===== src/rtl/ram_access_arbiter_if.sv =====
// Request/response bundle between the IF port, the MEM port,
// the data RAM and the arbiter.
interface ram_access_arbiter_if #(
  parameter int ADDR_W = 9
);
  logic              if_req;
  logic [ADDR_W-1:0] if_addr;
  logic              if_ready;
  logic [31:0]       if_rdata;

  logic              mem_req;
  logic              mem_rw;
  logic [1:0]        mem_size;
  logic              mem_sedm;
  logic [ADDR_W-1:0] mem_addr;
  logic [31:0]       mem_wdata;
  logic              mem_ready;
  logic [31:0]       mem_rdata;
  logic              mem_err;

  logic              ram_en;
  logic              ram_rw;
  logic              ram_sedm;
  logic [1:0]        ram_size;
  logic [ADDR_W-1:0] ram_addr;
  logic [31:0]       ram_din;
  logic [31:0]       ram_dout;

  modport slave (
    input  if_req, if_addr,
    output if_ready, if_rdata,
    input  mem_req, mem_rw, mem_size,
    input  mem_sedm, mem_addr, mem_wdata,
    output mem_ready, mem_rdata, mem_err,
    output ram_en, ram_rw, ram_sedm,
    output ram_size, ram_addr, ram_din,
    input  ram_dout
  );

  modport master (
    output if_req, if_addr,
    input  if_ready, if_rdata,
    output mem_req, mem_rw, mem_size,
    output mem_sedm, mem_addr, mem_wdata,
    input  mem_ready, mem_rdata, mem_err,
    input  ram_en, ram_rw, ram_sedm,
    input  ram_size, ram_addr, ram_din,
    output ram_dout
  );
endinterface


===== src/rtl/ram_access_arbiter.sv =====
// Two-port (IF / MEM) arbiter for the pulse-enabled 512x8 data RAM.
// Define ARB_ROUND_ROBIN_EN for alternating priority under contention.
module ram_access_arbiter #(
  parameter int ADDR_W    = 9,
  parameter int MEM_BYTES = 512
) (
  input logic                 clk,
  input logic                 reset,
  ram_access_arbiter_if.slave bus
);

  typedef enum logic [1:0] {
    S_IDLE,
    S_SETUP,
    S_STROBE,
    S_CAPTURE
  } state_t;

  localparam logic [ADDR_W:0] LAST_BYTE =
    (ADDR_W+1)'(MEM_BYTES - 1);

  state_t            state_q, state_d;
  logic              gnt_mem_q, gnt_mem_d;
  logic              err_q, err_d;
  logic              ram_en_q, ram_en_d;
  logic              ram_rw_q, ram_rw_d;
  logic              ram_sedm_q, ram_sedm_d;
  logic [1:0]        ram_size_q, ram_size_d;
  logic [ADDR_W-1:0] ram_addr_q, ram_addr_d;
  logic [31:0]       ram_din_q, ram_din_d;
  logic              if_ready_q, if_ready_d;
  logic [31:0]       if_rdata_q, if_rdata_d;
  logic              mem_ready_q, mem_ready_d;
  logic [31:0]       mem_rdata_q, mem_rdata_d;
  logic              mem_err_q, mem_err_d;
`ifdef ARB_ROUND_ROBIN_EN
  logic              last_mem_q, last_mem_d;
`endif

  logic              req_if;
  logic              req_mem;
  logic              pick_mem;
  logic [1:0]        mem_span;
  logic              mem_misal;
  logic [ADDR_W:0]   mem_end;
  logic              mem_bad;

  // MEM alignment and range check on the live request fields
  always_comb begin
    mem_span  = 2'd3;
    mem_misal = |bus.mem_addr[1:0];
    unique case (bus.mem_size)
      2'b00: begin
        mem_span  = 2'd0;
        mem_misal = 1'b0;
      end
      2'b01: begin
        mem_span  = 2'd1;
        mem_misal = bus.mem_addr[0];
      end
      default: begin
        mem_span  = 2'd3;
        mem_misal = |bus.mem_addr[1:0];
      end
    endcase
    mem_end = {1'b0, bus.mem_addr}
            + {{(ADDR_W-1){1'b0}}, mem_span};
    mem_bad = mem_misal | (mem_end > LAST_BYTE);
  end

  // Arbitration; a port's req in its own ready cycle is stale
  always_comb begin
    req_if  = bus.if_req & ~if_ready_q;
    req_mem = bus.mem_req & ~mem_ready_q;
`ifdef ARB_ROUND_ROBIN_EN
    pick_mem = req_mem & (~req_if | ~last_mem_q);
`else
    pick_mem = req_mem;
`endif
  end

  // Access sequencer: next state, RAM strobe train, responses
  always_comb begin
    state_d     = state_q;
    gnt_mem_d   = gnt_mem_q;
    err_d       = err_q;
    ram_en_d    = 1'b0;
    ram_rw_d    = ram_rw_q;
    ram_sedm_d  = ram_sedm_q;
    ram_size_d  = ram_size_q;
    ram_addr_d  = ram_addr_q;
    ram_din_d   = ram_din_q;
    if_ready_d  = 1'b0;
    if_rdata_d  = if_rdata_q;
    mem_ready_d = 1'b0;
    mem_rdata_d = mem_rdata_q;
    mem_err_d   = 1'b0;
`ifdef ARB_ROUND_ROBIN_EN
    last_mem_d  = last_mem_q;
`endif
    unique case (state_q)
      S_IDLE: begin
        if (req_if | req_mem) begin
          gnt_mem_d = pick_mem;
`ifdef ARB_ROUND_ROBIN_EN
          last_mem_d = pick_mem;
`endif
          if (pick_mem) begin
            ram_rw_d   = bus.mem_rw;
            ram_sedm_d = bus.mem_sedm;
            ram_size_d = bus.mem_size;
            ram_addr_d = bus.mem_addr;
            ram_din_d  = bus.mem_wdata;
            err_d      = mem_bad;
            state_d    = mem_bad ? S_CAPTURE
                                 : S_SETUP;
          end else begin
            ram_rw_d   = 1'b0;
            ram_sedm_d = 1'b0;
            ram_size_d = 2'b10;
            ram_addr_d = bus.if_addr & ~ADDR_W'(3);
            err_d      = 1'b0;
            state_d    = S_SETUP;
          end
        end
      end
      S_SETUP: begin
        ram_en_d = 1'b1;
        state_d  = S_STROBE;
      end
      S_STROBE: begin
        state_d = S_CAPTURE;
      end
      S_CAPTURE: begin
        state_d = S_IDLE;
        if (gnt_mem_q) begin
          mem_ready_d = 1'b1;
          mem_err_d   = err_q;
          if (!err_q && !ram_rw_q)
            mem_rdata_d = bus.ram_dout;
        end else begin
          if_ready_d = 1'b1;
          if_rdata_d = bus.ram_dout;
        end
      end
      default: state_d = S_IDLE;
    endcase
  end

  // State and output registers, synchronous reset
  always_ff @(posedge clk) begin
    if (reset) begin
      state_q     <= S_IDLE;
      gnt_mem_q   <= 1'b0;
      err_q       <= 1'b0;
      ram_en_q    <= 1'b0;
      ram_rw_q    <= 1'b0;
      ram_sedm_q  <= 1'b0;
      ram_size_q  <= 2'b00;
      ram_addr_q  <= '0;
      ram_din_q   <= '0;
      if_ready_q  <= 1'b0;
      if_rdata_q  <= '0;
      mem_ready_q <= 1'b0;
      mem_rdata_q <= '0;
      mem_err_q   <= 1'b0;
`ifdef ARB_ROUND_ROBIN_EN
      last_mem_q  <= 1'b0;
`endif
    end else begin
      state_q     <= state_d;
      gnt_mem_q   <= gnt_mem_d;
      err_q       <= err_d;
      ram_en_q    <= ram_en_d;
      ram_rw_q    <= ram_rw_d;
      ram_sedm_q  <= ram_sedm_d;
      ram_size_q  <= ram_size_d;
      ram_addr_q  <= ram_addr_d;
      ram_din_q   <= ram_din_d;
      if_ready_q  <= if_ready_d;
      if_rdata_q  <= if_rdata_d;
      mem_ready_q <= mem_ready_d;
      mem_rdata_q <= mem_rdata_d;
      mem_err_q   <= mem_err_d;
`ifdef ARB_ROUND_ROBIN_EN
      last_mem_q  <= last_mem_d;
`endif
    end
  end

  assign bus.ram_en    = ram_en_q;
  assign bus.ram_rw    = ram_rw_q;
  assign bus.ram_sedm  = ram_sedm_q;
  assign bus.ram_size  = ram_size_q;
  assign bus.ram_addr  = ram_addr_q;
  assign bus.ram_din   = ram_din_q;
  assign bus.if_ready  = if_ready_q;
  assign bus.if_rdata  = if_rdata_q;
  assign bus.mem_ready = mem_ready_q;
  assign bus.mem_rdata = mem_rdata_q;
  assign bus.mem_err   = mem_err_q;

endmodule


===== src/flat_wrapper.sv =====
// flat-port wrapper written by rule: the top's interface ports become plain ports
module ram_access_arbiter_flat 
#(
  parameter int ADDR_W    = 9,
  parameter int MEM_BYTES = 512
)
  (clk, reset, bus_if_req, bus_if_addr, bus_if_ready, bus_if_rdata, bus_mem_req, bus_mem_rw, bus_mem_size, bus_mem_sedm, bus_mem_addr, bus_mem_wdata, bus_mem_ready, bus_mem_rdata, bus_mem_err, bus_ram_en, bus_ram_rw, bus_ram_sedm, bus_ram_size, bus_ram_addr, bus_ram_din, bus_ram_dout);
  ram_access_arbiter_if #(.ADDR_W(ADDR_W)) bus_i ();
  input logic clk;
  input logic reset;
  input wire logic [$bits(bus_i.if_req)-1:0] bus_if_req;
  input wire logic [$bits(bus_i.if_addr)-1:0] bus_if_addr;
  output wire logic [$bits(bus_i.if_ready)-1:0] bus_if_ready;
  output wire logic [$bits(bus_i.if_rdata)-1:0] bus_if_rdata;
  input wire logic [$bits(bus_i.mem_req)-1:0] bus_mem_req;
  input wire logic [$bits(bus_i.mem_rw)-1:0] bus_mem_rw;
  input wire logic [$bits(bus_i.mem_size)-1:0] bus_mem_size;
  input wire logic [$bits(bus_i.mem_sedm)-1:0] bus_mem_sedm;
  input wire logic [$bits(bus_i.mem_addr)-1:0] bus_mem_addr;
  input wire logic [$bits(bus_i.mem_wdata)-1:0] bus_mem_wdata;
  output wire logic [$bits(bus_i.mem_ready)-1:0] bus_mem_ready;
  output wire logic [$bits(bus_i.mem_rdata)-1:0] bus_mem_rdata;
  output wire logic [$bits(bus_i.mem_err)-1:0] bus_mem_err;
  output wire logic [$bits(bus_i.ram_en)-1:0] bus_ram_en;
  output wire logic [$bits(bus_i.ram_rw)-1:0] bus_ram_rw;
  output wire logic [$bits(bus_i.ram_sedm)-1:0] bus_ram_sedm;
  output wire logic [$bits(bus_i.ram_size)-1:0] bus_ram_size;
  output wire logic [$bits(bus_i.ram_addr)-1:0] bus_ram_addr;
  output wire logic [$bits(bus_i.ram_din)-1:0] bus_ram_din;
  input wire logic [$bits(bus_i.ram_dout)-1:0] bus_ram_dout;
  assign bus_i.if_req = bus_if_req;
  assign bus_i.if_addr = bus_if_addr;
  assign bus_if_ready = bus_i.if_ready;
  assign bus_if_rdata = bus_i.if_rdata;
  assign bus_i.mem_req = bus_mem_req;
  assign bus_i.mem_rw = bus_mem_rw;
  assign bus_i.mem_size = bus_mem_size;
  assign bus_i.mem_sedm = bus_mem_sedm;
  assign bus_i.mem_addr = bus_mem_addr;
  assign bus_i.mem_wdata = bus_mem_wdata;
  assign bus_mem_ready = bus_i.mem_ready;
  assign bus_mem_rdata = bus_i.mem_rdata;
  assign bus_mem_err = bus_i.mem_err;
  assign bus_ram_en = bus_i.ram_en;
  assign bus_ram_rw = bus_i.ram_rw;
  assign bus_ram_sedm = bus_i.ram_sedm;
  assign bus_ram_size = bus_i.ram_size;
  assign bus_ram_addr = bus_i.ram_addr;
  assign bus_ram_din = bus_i.ram_din;
  assign bus_i.ram_dout = bus_ram_dout;
  ram_access_arbiter #(.ADDR_W(ADDR_W), .MEM_BYTES(MEM_BYTES)) u_core (.clk(clk), .reset(reset), .bus(bus_i));
endmodule

===== config.mk =====
export PLATFORM = sky130hd
export DESIGN_NAME = ram_access_arbiter_flat
export DESIGN_NICKNAME = d
export VERILOG_FILES = /design/src/rtl/ram_access_arbiter_if.sv /design/src/rtl/ram_access_arbiter.sv /design/src/flat_wrapper.sv
export SDC_FILE = /design/constraint.sdc
export NUM_CORES = 1
export LEC_CHECK = 0
export BUFFER_PORTS_ARGS = -buffer_cell sky130_fd_sc_hd__buf_2
export CAP_MARGIN = 20
export CORE_UTILIZATION = 50
export DETAILED_ROUTE_END_ITERATION = 8
export GPL_TIMING_DRIVEN = 0
export PLACE_DENSITY = 0.85
export SLEW_MARGIN = 15
export SYNTH_ARGS = -nofsm -noshare
export SYNTH_HDL_FRONTEND = slang
export SYNTH_SLANG_ARGS = --single-unit

===== constraint.sdc =====
create_clock -name clk -period 4.6 [get_ports clk]
set_clock_uncertainty 0.2 [all_clocks]
set_input_delay 0.23 -clock clk [delete_from_list [all_inputs] [get_ports clk]]
set_output_delay 0.23 -clock clk [all_outputs]
set_load 0.03 [all_outputs]

==> impl_metrics.yaml, run 1 <==
power_and_ir_drop:
  totalPowerFinal_w: 0.00326
  p_comb_share_pct: 23.0
  net-switching-power_w: 0.00100
  p_leak_nw: 3.16
  sw_frac_of_total_pct: 30.8
  pwr-share-clk_pct: 41.2
  ir_worst_vdd_uv: 356
  p_seq_share_pct: 35.8
  intPower_w: 0.00226
  p_per_area_nw_per_um2: 474
clock_tree:
  ctsResizeCount: 0
  clk_pin_slew_ns: 0.06
  post-cts-setup-buffers: 0
  clock-sinks: 117
  cts_htree_levels: 4
  cts_made_buffers: 17
  cts_tree: "done"
  cts_buffer_depth: 2
  clockRootBuffer: "clkbuf_8"
  clkLatencyLatePin_ns: 0.50
yosys:
  synth_top_area_share_pct: 54.4
  synthArstFlopShare_pct: 0
  yosysMostFrequentCell: "nand2_1"
  synth_top_cells_by_count: "nand2_1, dfxtp_1, a21oi_1"
  ys_types: 32
  synth_edf_count: 0
  synthTopCellsByArea: "dfxtp_1, nand2_1, a21oi_1, ha_1, buf_2"
  seq_area_frac_synth_pct: 54.4
  yosysWarnings: 0
  postSynthAreaPerCell_sq_um: 8.16
  ys.flop_type: "dfxtp_1"
  netlist_area_sq_um: 4310
  ys_ff_latch: 117
  synth.net_count: 625
  yosys.area.top_type: "dfxtp_1"
  syn_inst: 528
sta:
  grt_setup_unrepaired: "no"
  hold_viol: 0
  setup_viol: 0
  setup_ws_ns: 2.19
  timing.fmax_mhz: 415
  slew_viol_final: 0
  holdWs_ns: 0.0233
  relSlewSlack_pct: 55.9
  final.setup.tns_ns: 0
  min_period_ns: 2.41
  tightest_slew_ns: 0.661
  post-route-period-util_pct: 52.4
critical_path:
  cp.required_ns: 4.84
  timing.rr.end: "u_core.bus.ram_addr[3]$_SDFFE_PP0P_"
  worstPathBufferInverterCount: 3
  end_kind: "flop"
  cpLargestDelayFamily: "buffers and inverters"
  ff2ff_path_depth: 6
  cp_max_fo: 10
  max_stage_delay_ns: 0.62
  cp.arrival_ns: 2.65
  slowest_stage: "dlygate4sd3_1"
  crit_top_cell: "dlygate4sd3_1"
  crit_type: "flop to flop"
  path_cells: "nand2b_1, buf_6, nand2_1, dlygate4sd3_1, a311oi_1, dlygate4sd3_1"
  worst-path-stages: 6
  critPathCapture: "u_core.bus.ram_addr[3]$_SDFFE_PP0P_"
  r2r_setup_slack_ns: 2.19
  start_kind: "flop"
  r2r_start: "u_core.bus.mem_ready$_SDFF_PP0_"
  worstSetupStartpoint: "u_core.bus.mem_ready$_SDFF_PP0_"
layout:
  drive_gt1_share_pct: 30.9
  fillers: 443
  ff_latch_area_sq_um: 2340
  multiInputGateArea_sq_um: 1730
  nets: 928
  areaGrowthSynthToFinish_pct: 60.0
  insertedDiodeCount: 0
  finish.instance_area_sq_um: 6890
floorplan:
  core.rowCount: 33
  core_sq_um: 8260
  ios: 203
  start_util_pct: 52.2
  die_h_microns: 94.8
  fp.dieArea_sq_um: 8990
  die_w_microns: 94.8
global_route:
  grt_pass1_vias: 5090
  grt_pass1_wl_microns: 24300
  overflow: 0
  antenna_found_initial: 0
  track_usage_pct: 35.3
  grt_max_degree: 17
flow_run:
  max_cap_violations: 0
detailed_routing:
  antenna_left: 0
  drt_iter0_markers: 249
  totalWireLength_microns: 15900
  routedWlPerCell_microns: 16.8
  via_per_inst: 5.41
  dr.pass1.iters: 5
  vias: 5132
  drc_errors: 0
run_status:
  status: "completed"
place:
  hpwlAfterDp_microns: 8980
  place_area_sq_um: 5430
  dp_slack_ns: 2.75
  io_buffers: 199
  gp_congestion: 0.797
min_path:
  hp-class: "input pin to flop"
-- metal layers --
| metal | GRT usage, % | vias to the layer above | wire, microns |
|---|---|---|---|
| met3 | 11.9 | 62 | 1610 |
| li1 | - | 2334 | - |
| met5 | 0 | - | 0 |
| met4 | 17.4 | 0 | 561 |
| met1 | 37.3 | 2392 | 5780 |
| met2 | 62.5 | 344 | 7990 |
-- worst min-delay path: cells and delay by family --
kind                   cells  cell delay, ns
and+or+nand+nor            2            0.22
buffers and inverters      1            0.22
-- power groups by stage --
stage          Clock, W  Sequential, W  Combinational, W
2_1_floorplan         0        0.00134          0.000271
3_3_place_gp          0        0.00117          0.000618
3_5_place_dp          0        0.00118          0.000636
4_1_cts         0.00135        0.00116          0.000713
5_1_grt         0.00139        0.00117          0.000793
6_report        0.00134        0.00117          0.000752
-- final cells by class --
class,instances,share of cell area [%]
sequential,117,34.0
inverter,3,0.163
clock buffer,19,6.12
clock inverter,13,2.65
buffer,39,3.23
tap,105,1.91
timing repair buffer,284,26.8
multi-input combinational,369,25.1
-- stage by stage --
step	utilization (%)	instances
3_5_place_dp	65.8	832
3_3_place_gp	65.8	832
4_1_cts	83.4	949
5_1_grt	83.4	949
2_1_floorplan	-	528
6_report	83.4	949
-- worst min path at each step --
stage | start | to | slack, ns | cells past startpoint
after floorplan | bus_ram_dout[10] | u_core.bus.mem_rdata[10]$_SDFFE_PP0P_ | 0.17 | 2
after global placement | u_core.bus.if_rdata[18]$_SDFFE_PP0P_ | u_core.bus.if_rdata[18]$_SDFFE_PP0P_ | 0.24 | 2
after detailed placement | u_core.bus.mem_rdata[20]$_SDFFE_PP0P_ | u_core.bus.mem_rdata[20]$_SDFFE_PP0P_ | 0.24 | 2
after CTS | reset | u_core.bus.mem_err$_SDFF_PP0_ | 0.0006 | 3
after global routing | reset | u_core.bus.mem_err$_SDFF_PP0_ | 0.04 | 3
final | reset | u_core.bus.mem_err$_SDFF_PP0_ | 0.02 | 3
-- what timing repair did --
action / in CTS / in global routing
endpoints found under the hold margin: 110 / 0
hold buffers: 85 / 0
setup endpoints to repair: 0 / 0
-- placed cells by master, fill, tap and decap left out, drive strengths merged --
cell type and count:
a211oi 2, a21bo 1, a21boi 1, a21oi 98
a221oi 1, a22oi 5, a311oi 7, and2 1
buf 223, bufinv 4, clkbuf 34, clkinv 8
clkinvlp 1, dfxtp 117, dlygate4sd3 85, ha 7
inv 3, mux2i 1, nand2 208, nand2b 4
nand3 2, nand3b 1, nand4 1, nor2 19
nor2b 4, nor3 2, o22ai 1, o32ai 1
or2 1, or3 1
-- state kept, by name, indices dropped and copies added (netlist names) --
signal                flops
u_core.bus.if_rdata      32
u_core.bus.if_ready       1
u_core.bus.mem_err        1
u_core.bus.mem_rdata     32
u_core.bus.mem_ready      1
u_core.bus.ram_addr       9
u_core.bus.ram_din       32
u_core.bus.ram_en         1
u_core.bus.ram_rw         1
u_core.bus.ram_sedm       1
u_core.bus.ram_size       2
u_core.err_q              1
u_core.gnt_mem_q          1
u_core.state_q            2
-- cell families after synthesis --
kind of cell               count (synthesis)  share of synthesized area, %
DFF                                      117                          54.4
and+or+nand+nor                          244                          22.4
AOI/OAI and AO/OA                        117                          15.5
muxes                                      1                         0.232
adders and majority gates                  7                          2.03
buffers and inverters                     42                          5.43
Power figures use the tool's default switching activity.
==> run 2, diff against run 1 <==
- ABC_AREA: default -> 1
- CORE_UTILIZATION: 50 -> 42
- PLACE_DENSITY: 0.85 -> 0.76
- clock period: 4.6 -> 2.2 ns (I/O delays scaled with it)
==> run 2 against run 1 <==
Final cell count is 8.2% higher; area after synthesis is 1.8% higher; first-iteration DRC count is 8.4% higher; sequential share of layout area is 1.2 points lower; maximum frequency is 14% higher; critical path type unchanged; combinational power is 120% higher; worst hold slack worse by 0.0073 ns.
==> impl_metrics.yaml, run 2 <==
floorplan:
  core.rowCount: 36
  start_util_pct: 44.0
  die_h_microns: 104
  core_sq_um: 9950
  die_w_microns: 104
  fp.dieArea_sq_um: 10800
  ios: 203
global_route:
  antenna_found_initial: 1
  grt_max_degree: 17
  grt_pass1_wl_microns: 23900
  track_usage_pct: 28.0
  grt_pass1_vias: 4988
  overflow: 0
detailed_routing:
  antenna_left: 0
  via_per_inst: 4.94
  dr.pass1.iters: 5
  vias: 5069
  drt_iter0_markers: 270
  routedWlPerCell_microns: 14.9
  totalWireLength_microns: 15300
  drc_errors: 0
place:
  hpwlAfterDp_microns: 9060
  io_buffers: 199
  gp_congestion: 0.816
critical_path:
  ff2ff_path_depth: 8
  start_kind: "flop"
  end_kind: "flop"
  r2r_start: "u_core.state_q[0]$_SDFFE_PP0P_"
  worstSetupStartpoint: "u_core.state_q[0]$_SDFFE_PP0P_"
  cp_max_fo: 10
  cp.arrival_ns: 2.31
  crit_type: "flop to flop"
  path_cells: "inv_1, ha_1, nand2_4, clkinv_2, buf_8, nand2_1, a21oi_1, dlygate4sd3_1"
  slowest_stage: "dlygate4sd3_1"
  max_stage_delay_ns: 0.56
  cp.required_ns: 2.39
sta:
  timing.fmax_mhz: 472
  final.setup.tns_ns: 0
  hold_viol: 0
  post-route-period-util_pct: 96.3
  slew_viol_final: 0
  grt_setup_unrepaired: "no"
  tightest_slew_ns: 0.651
  relSlewSlack_pct: 56.6
  min_period_ns: 2.12
  setup_viol: 0
clock_tree:
  cts_htree_levels: 4
  cts_made_buffers: 17
  clk_pin_slew_ns: 0.06
  clock-sinks: 117
  cts_tree: "done"
  cts_buffer_depth: 2
  clkLatencyLatePin_ns: 0.50
  clockRootBuffer: "clkbuf_8"
run_status:
  status: "completed"
yosys:
  synthTopCellsByArea: "dfxtp_1, nor2_1, nand2_1, o21ai_0, a21oi_1"
  synth.net_count: 659
  yosysWarnings: 0
  ys_ff_latch: 117
  synth_edf_count: 0
  ys_types: 22
  yosysMostFrequentCell: "nor2_1"
  syn_inst: 562
  ys.flop_type: "dfxtp_1"
  seq_area_frac_synth_pct: 53.4
  netlist_area_sq_um: 4380
  synth_top_cells_by_count: "nor2_1, dfxtp_1, nand2_1"
  synth_top_area_share_pct: 53.4
  postSynthAreaPerCell_sq_um: 7.80
  yosys.area.top_type: "dfxtp_1"
  synthArstFlopShare_pct: 0
layout:
  areaGrowthSynthToFinish_pct: 62.9
  final_cell_mix: "buf_2, nor2_1, dfxtp_1, dlygate4sd3_1, nand2_1"
  nets: 977
  drive_gt1_share_pct: 30.8
  fillers: 724
  layout_commonest_cell: "buf_2"
power_and_ir_drop:
  ir_worst_vdd_uv: 560
  p_per_area_nw_per_um2: 948
  p_leak_nw: 3.46
  totalPowerFinal_w: 0.00677
min_path:
  whs_path_depth: 6
  hp-class: "input pin to flop"
  min_from: "bus_mem_addr[4]"
flow_run:
  max_cap_violations: 0
## run 2: changes by cell type after synthesis, moves of 4 or more
cell,before,now
nand2b_1,4,0
nor2_1,18,150
buf_2,16,11
o21ai_0,0,67
a22oi_1,5,0
a21oi_1,98,32
nor2b_1,4,0
o21ai_1,0,8
a311oi_1,6,0
a21oi_2,0,11
nand2_1,208,98
buf_6,7,0
inv_1,3,17
nand2_2,0,10
## run 2: cells by family (layout without fill, tap and decap cells)
logic type                 Yosys count  after routing  share of synthesized area [%]
and+or+nand+nor                    265            265                           23.8
adders and majority gates            7              7                           2.00
other                                0              1                              0
DFF                                117            117                           53.4
buffers and inverters               54            385                           6.14
AOI/OAI and AO/OA                  119            119                           14.6
## run 2: metrics by stage
step	std cells	utilization [%]	hold WS, ns	worst slack (ns)	instance area, sq um
floorplan	562	-	0.0449	0.572	4380
global placement	894	55.7	0.148	0.199	5550
detailed placement	894	55.7	0.152	0.216	5550
CTS	1028	71.8	0.159	0.0981	7150
global route	1027	71.7	0.0355	0.00293	7140
finish	1027	71.7	0.0160	0.0808	7140
## run 2: worst paths after layout
path	end	slack [ns]
setup / recovery	u_core.bus.ram_din[27]$_SDFFE_PP0P_	0.08
hold / removal	u_core.bus.ram_addr[4]$_SDFFE_PP0P_	0.02
setup reg to reg	u_core.bus.ram_din[27]$_SDFFE_PP0P_	0.08
hold reg to reg	u_core.bus.ram_size[0]$_SDFFE_PP0P_	0.26
## run 2: what timing repair did
| action | 4_1_cts | 5_1_grt |
|---|---|---|
| hold endpoints to repair | 116 | 0 |
| hold buffers | 102 | 0 |
| gates resized for setup | 0 | 3 |
| buffers inserted | 0 | 0 |
| endpoints found under the setup margin | 0 | 2 |
## run 2: critical path: cells and delay by family (launching register included)
kind	cells	cell delay [ns]
adders and majority gates	1	0.29
buffers and inverters	4	0.88
AOI/OAI and AO/OA	1	0.06
and+or+nand+nor	2	0.21
DFF	1	0.38
## run 2: cell type report
class | instances | area (sq um) | share of cell area (%)
multi-input combinational | 391 | 1780 | 24.9
clock buffer | 21 | 459 | 6.43
buffer | 34 | 188 | 2.63
tap | 133 | 166 | 2.33
inverter | 20 | 81.3 | 1.14
sequential | 117 | 2340 | 32.8
antenna | 1 | 2.50 | 0.0350
clock inverter | 11 | 125 | 1.75
timing repair buffer | 299 | 2000 | 28.0
## run 2: power by group
group          internal [W]  switching (W)  leakage [nW]
registers           0.00234       0.000127         0.952
clock network       0.00170       0.000967         0.273
logic              0.000576        0.00106          2.24
total               0.00462        0.00216          3.46
## run 2: metal layers
metal | track usage (%) | part of all wire [%]
met1 | 29.2 | 39
met2 | 49.8 | 50
met3 | 7.89 | 6.5
met4 | 16.5 | 4.6
met5 | 0 | 0
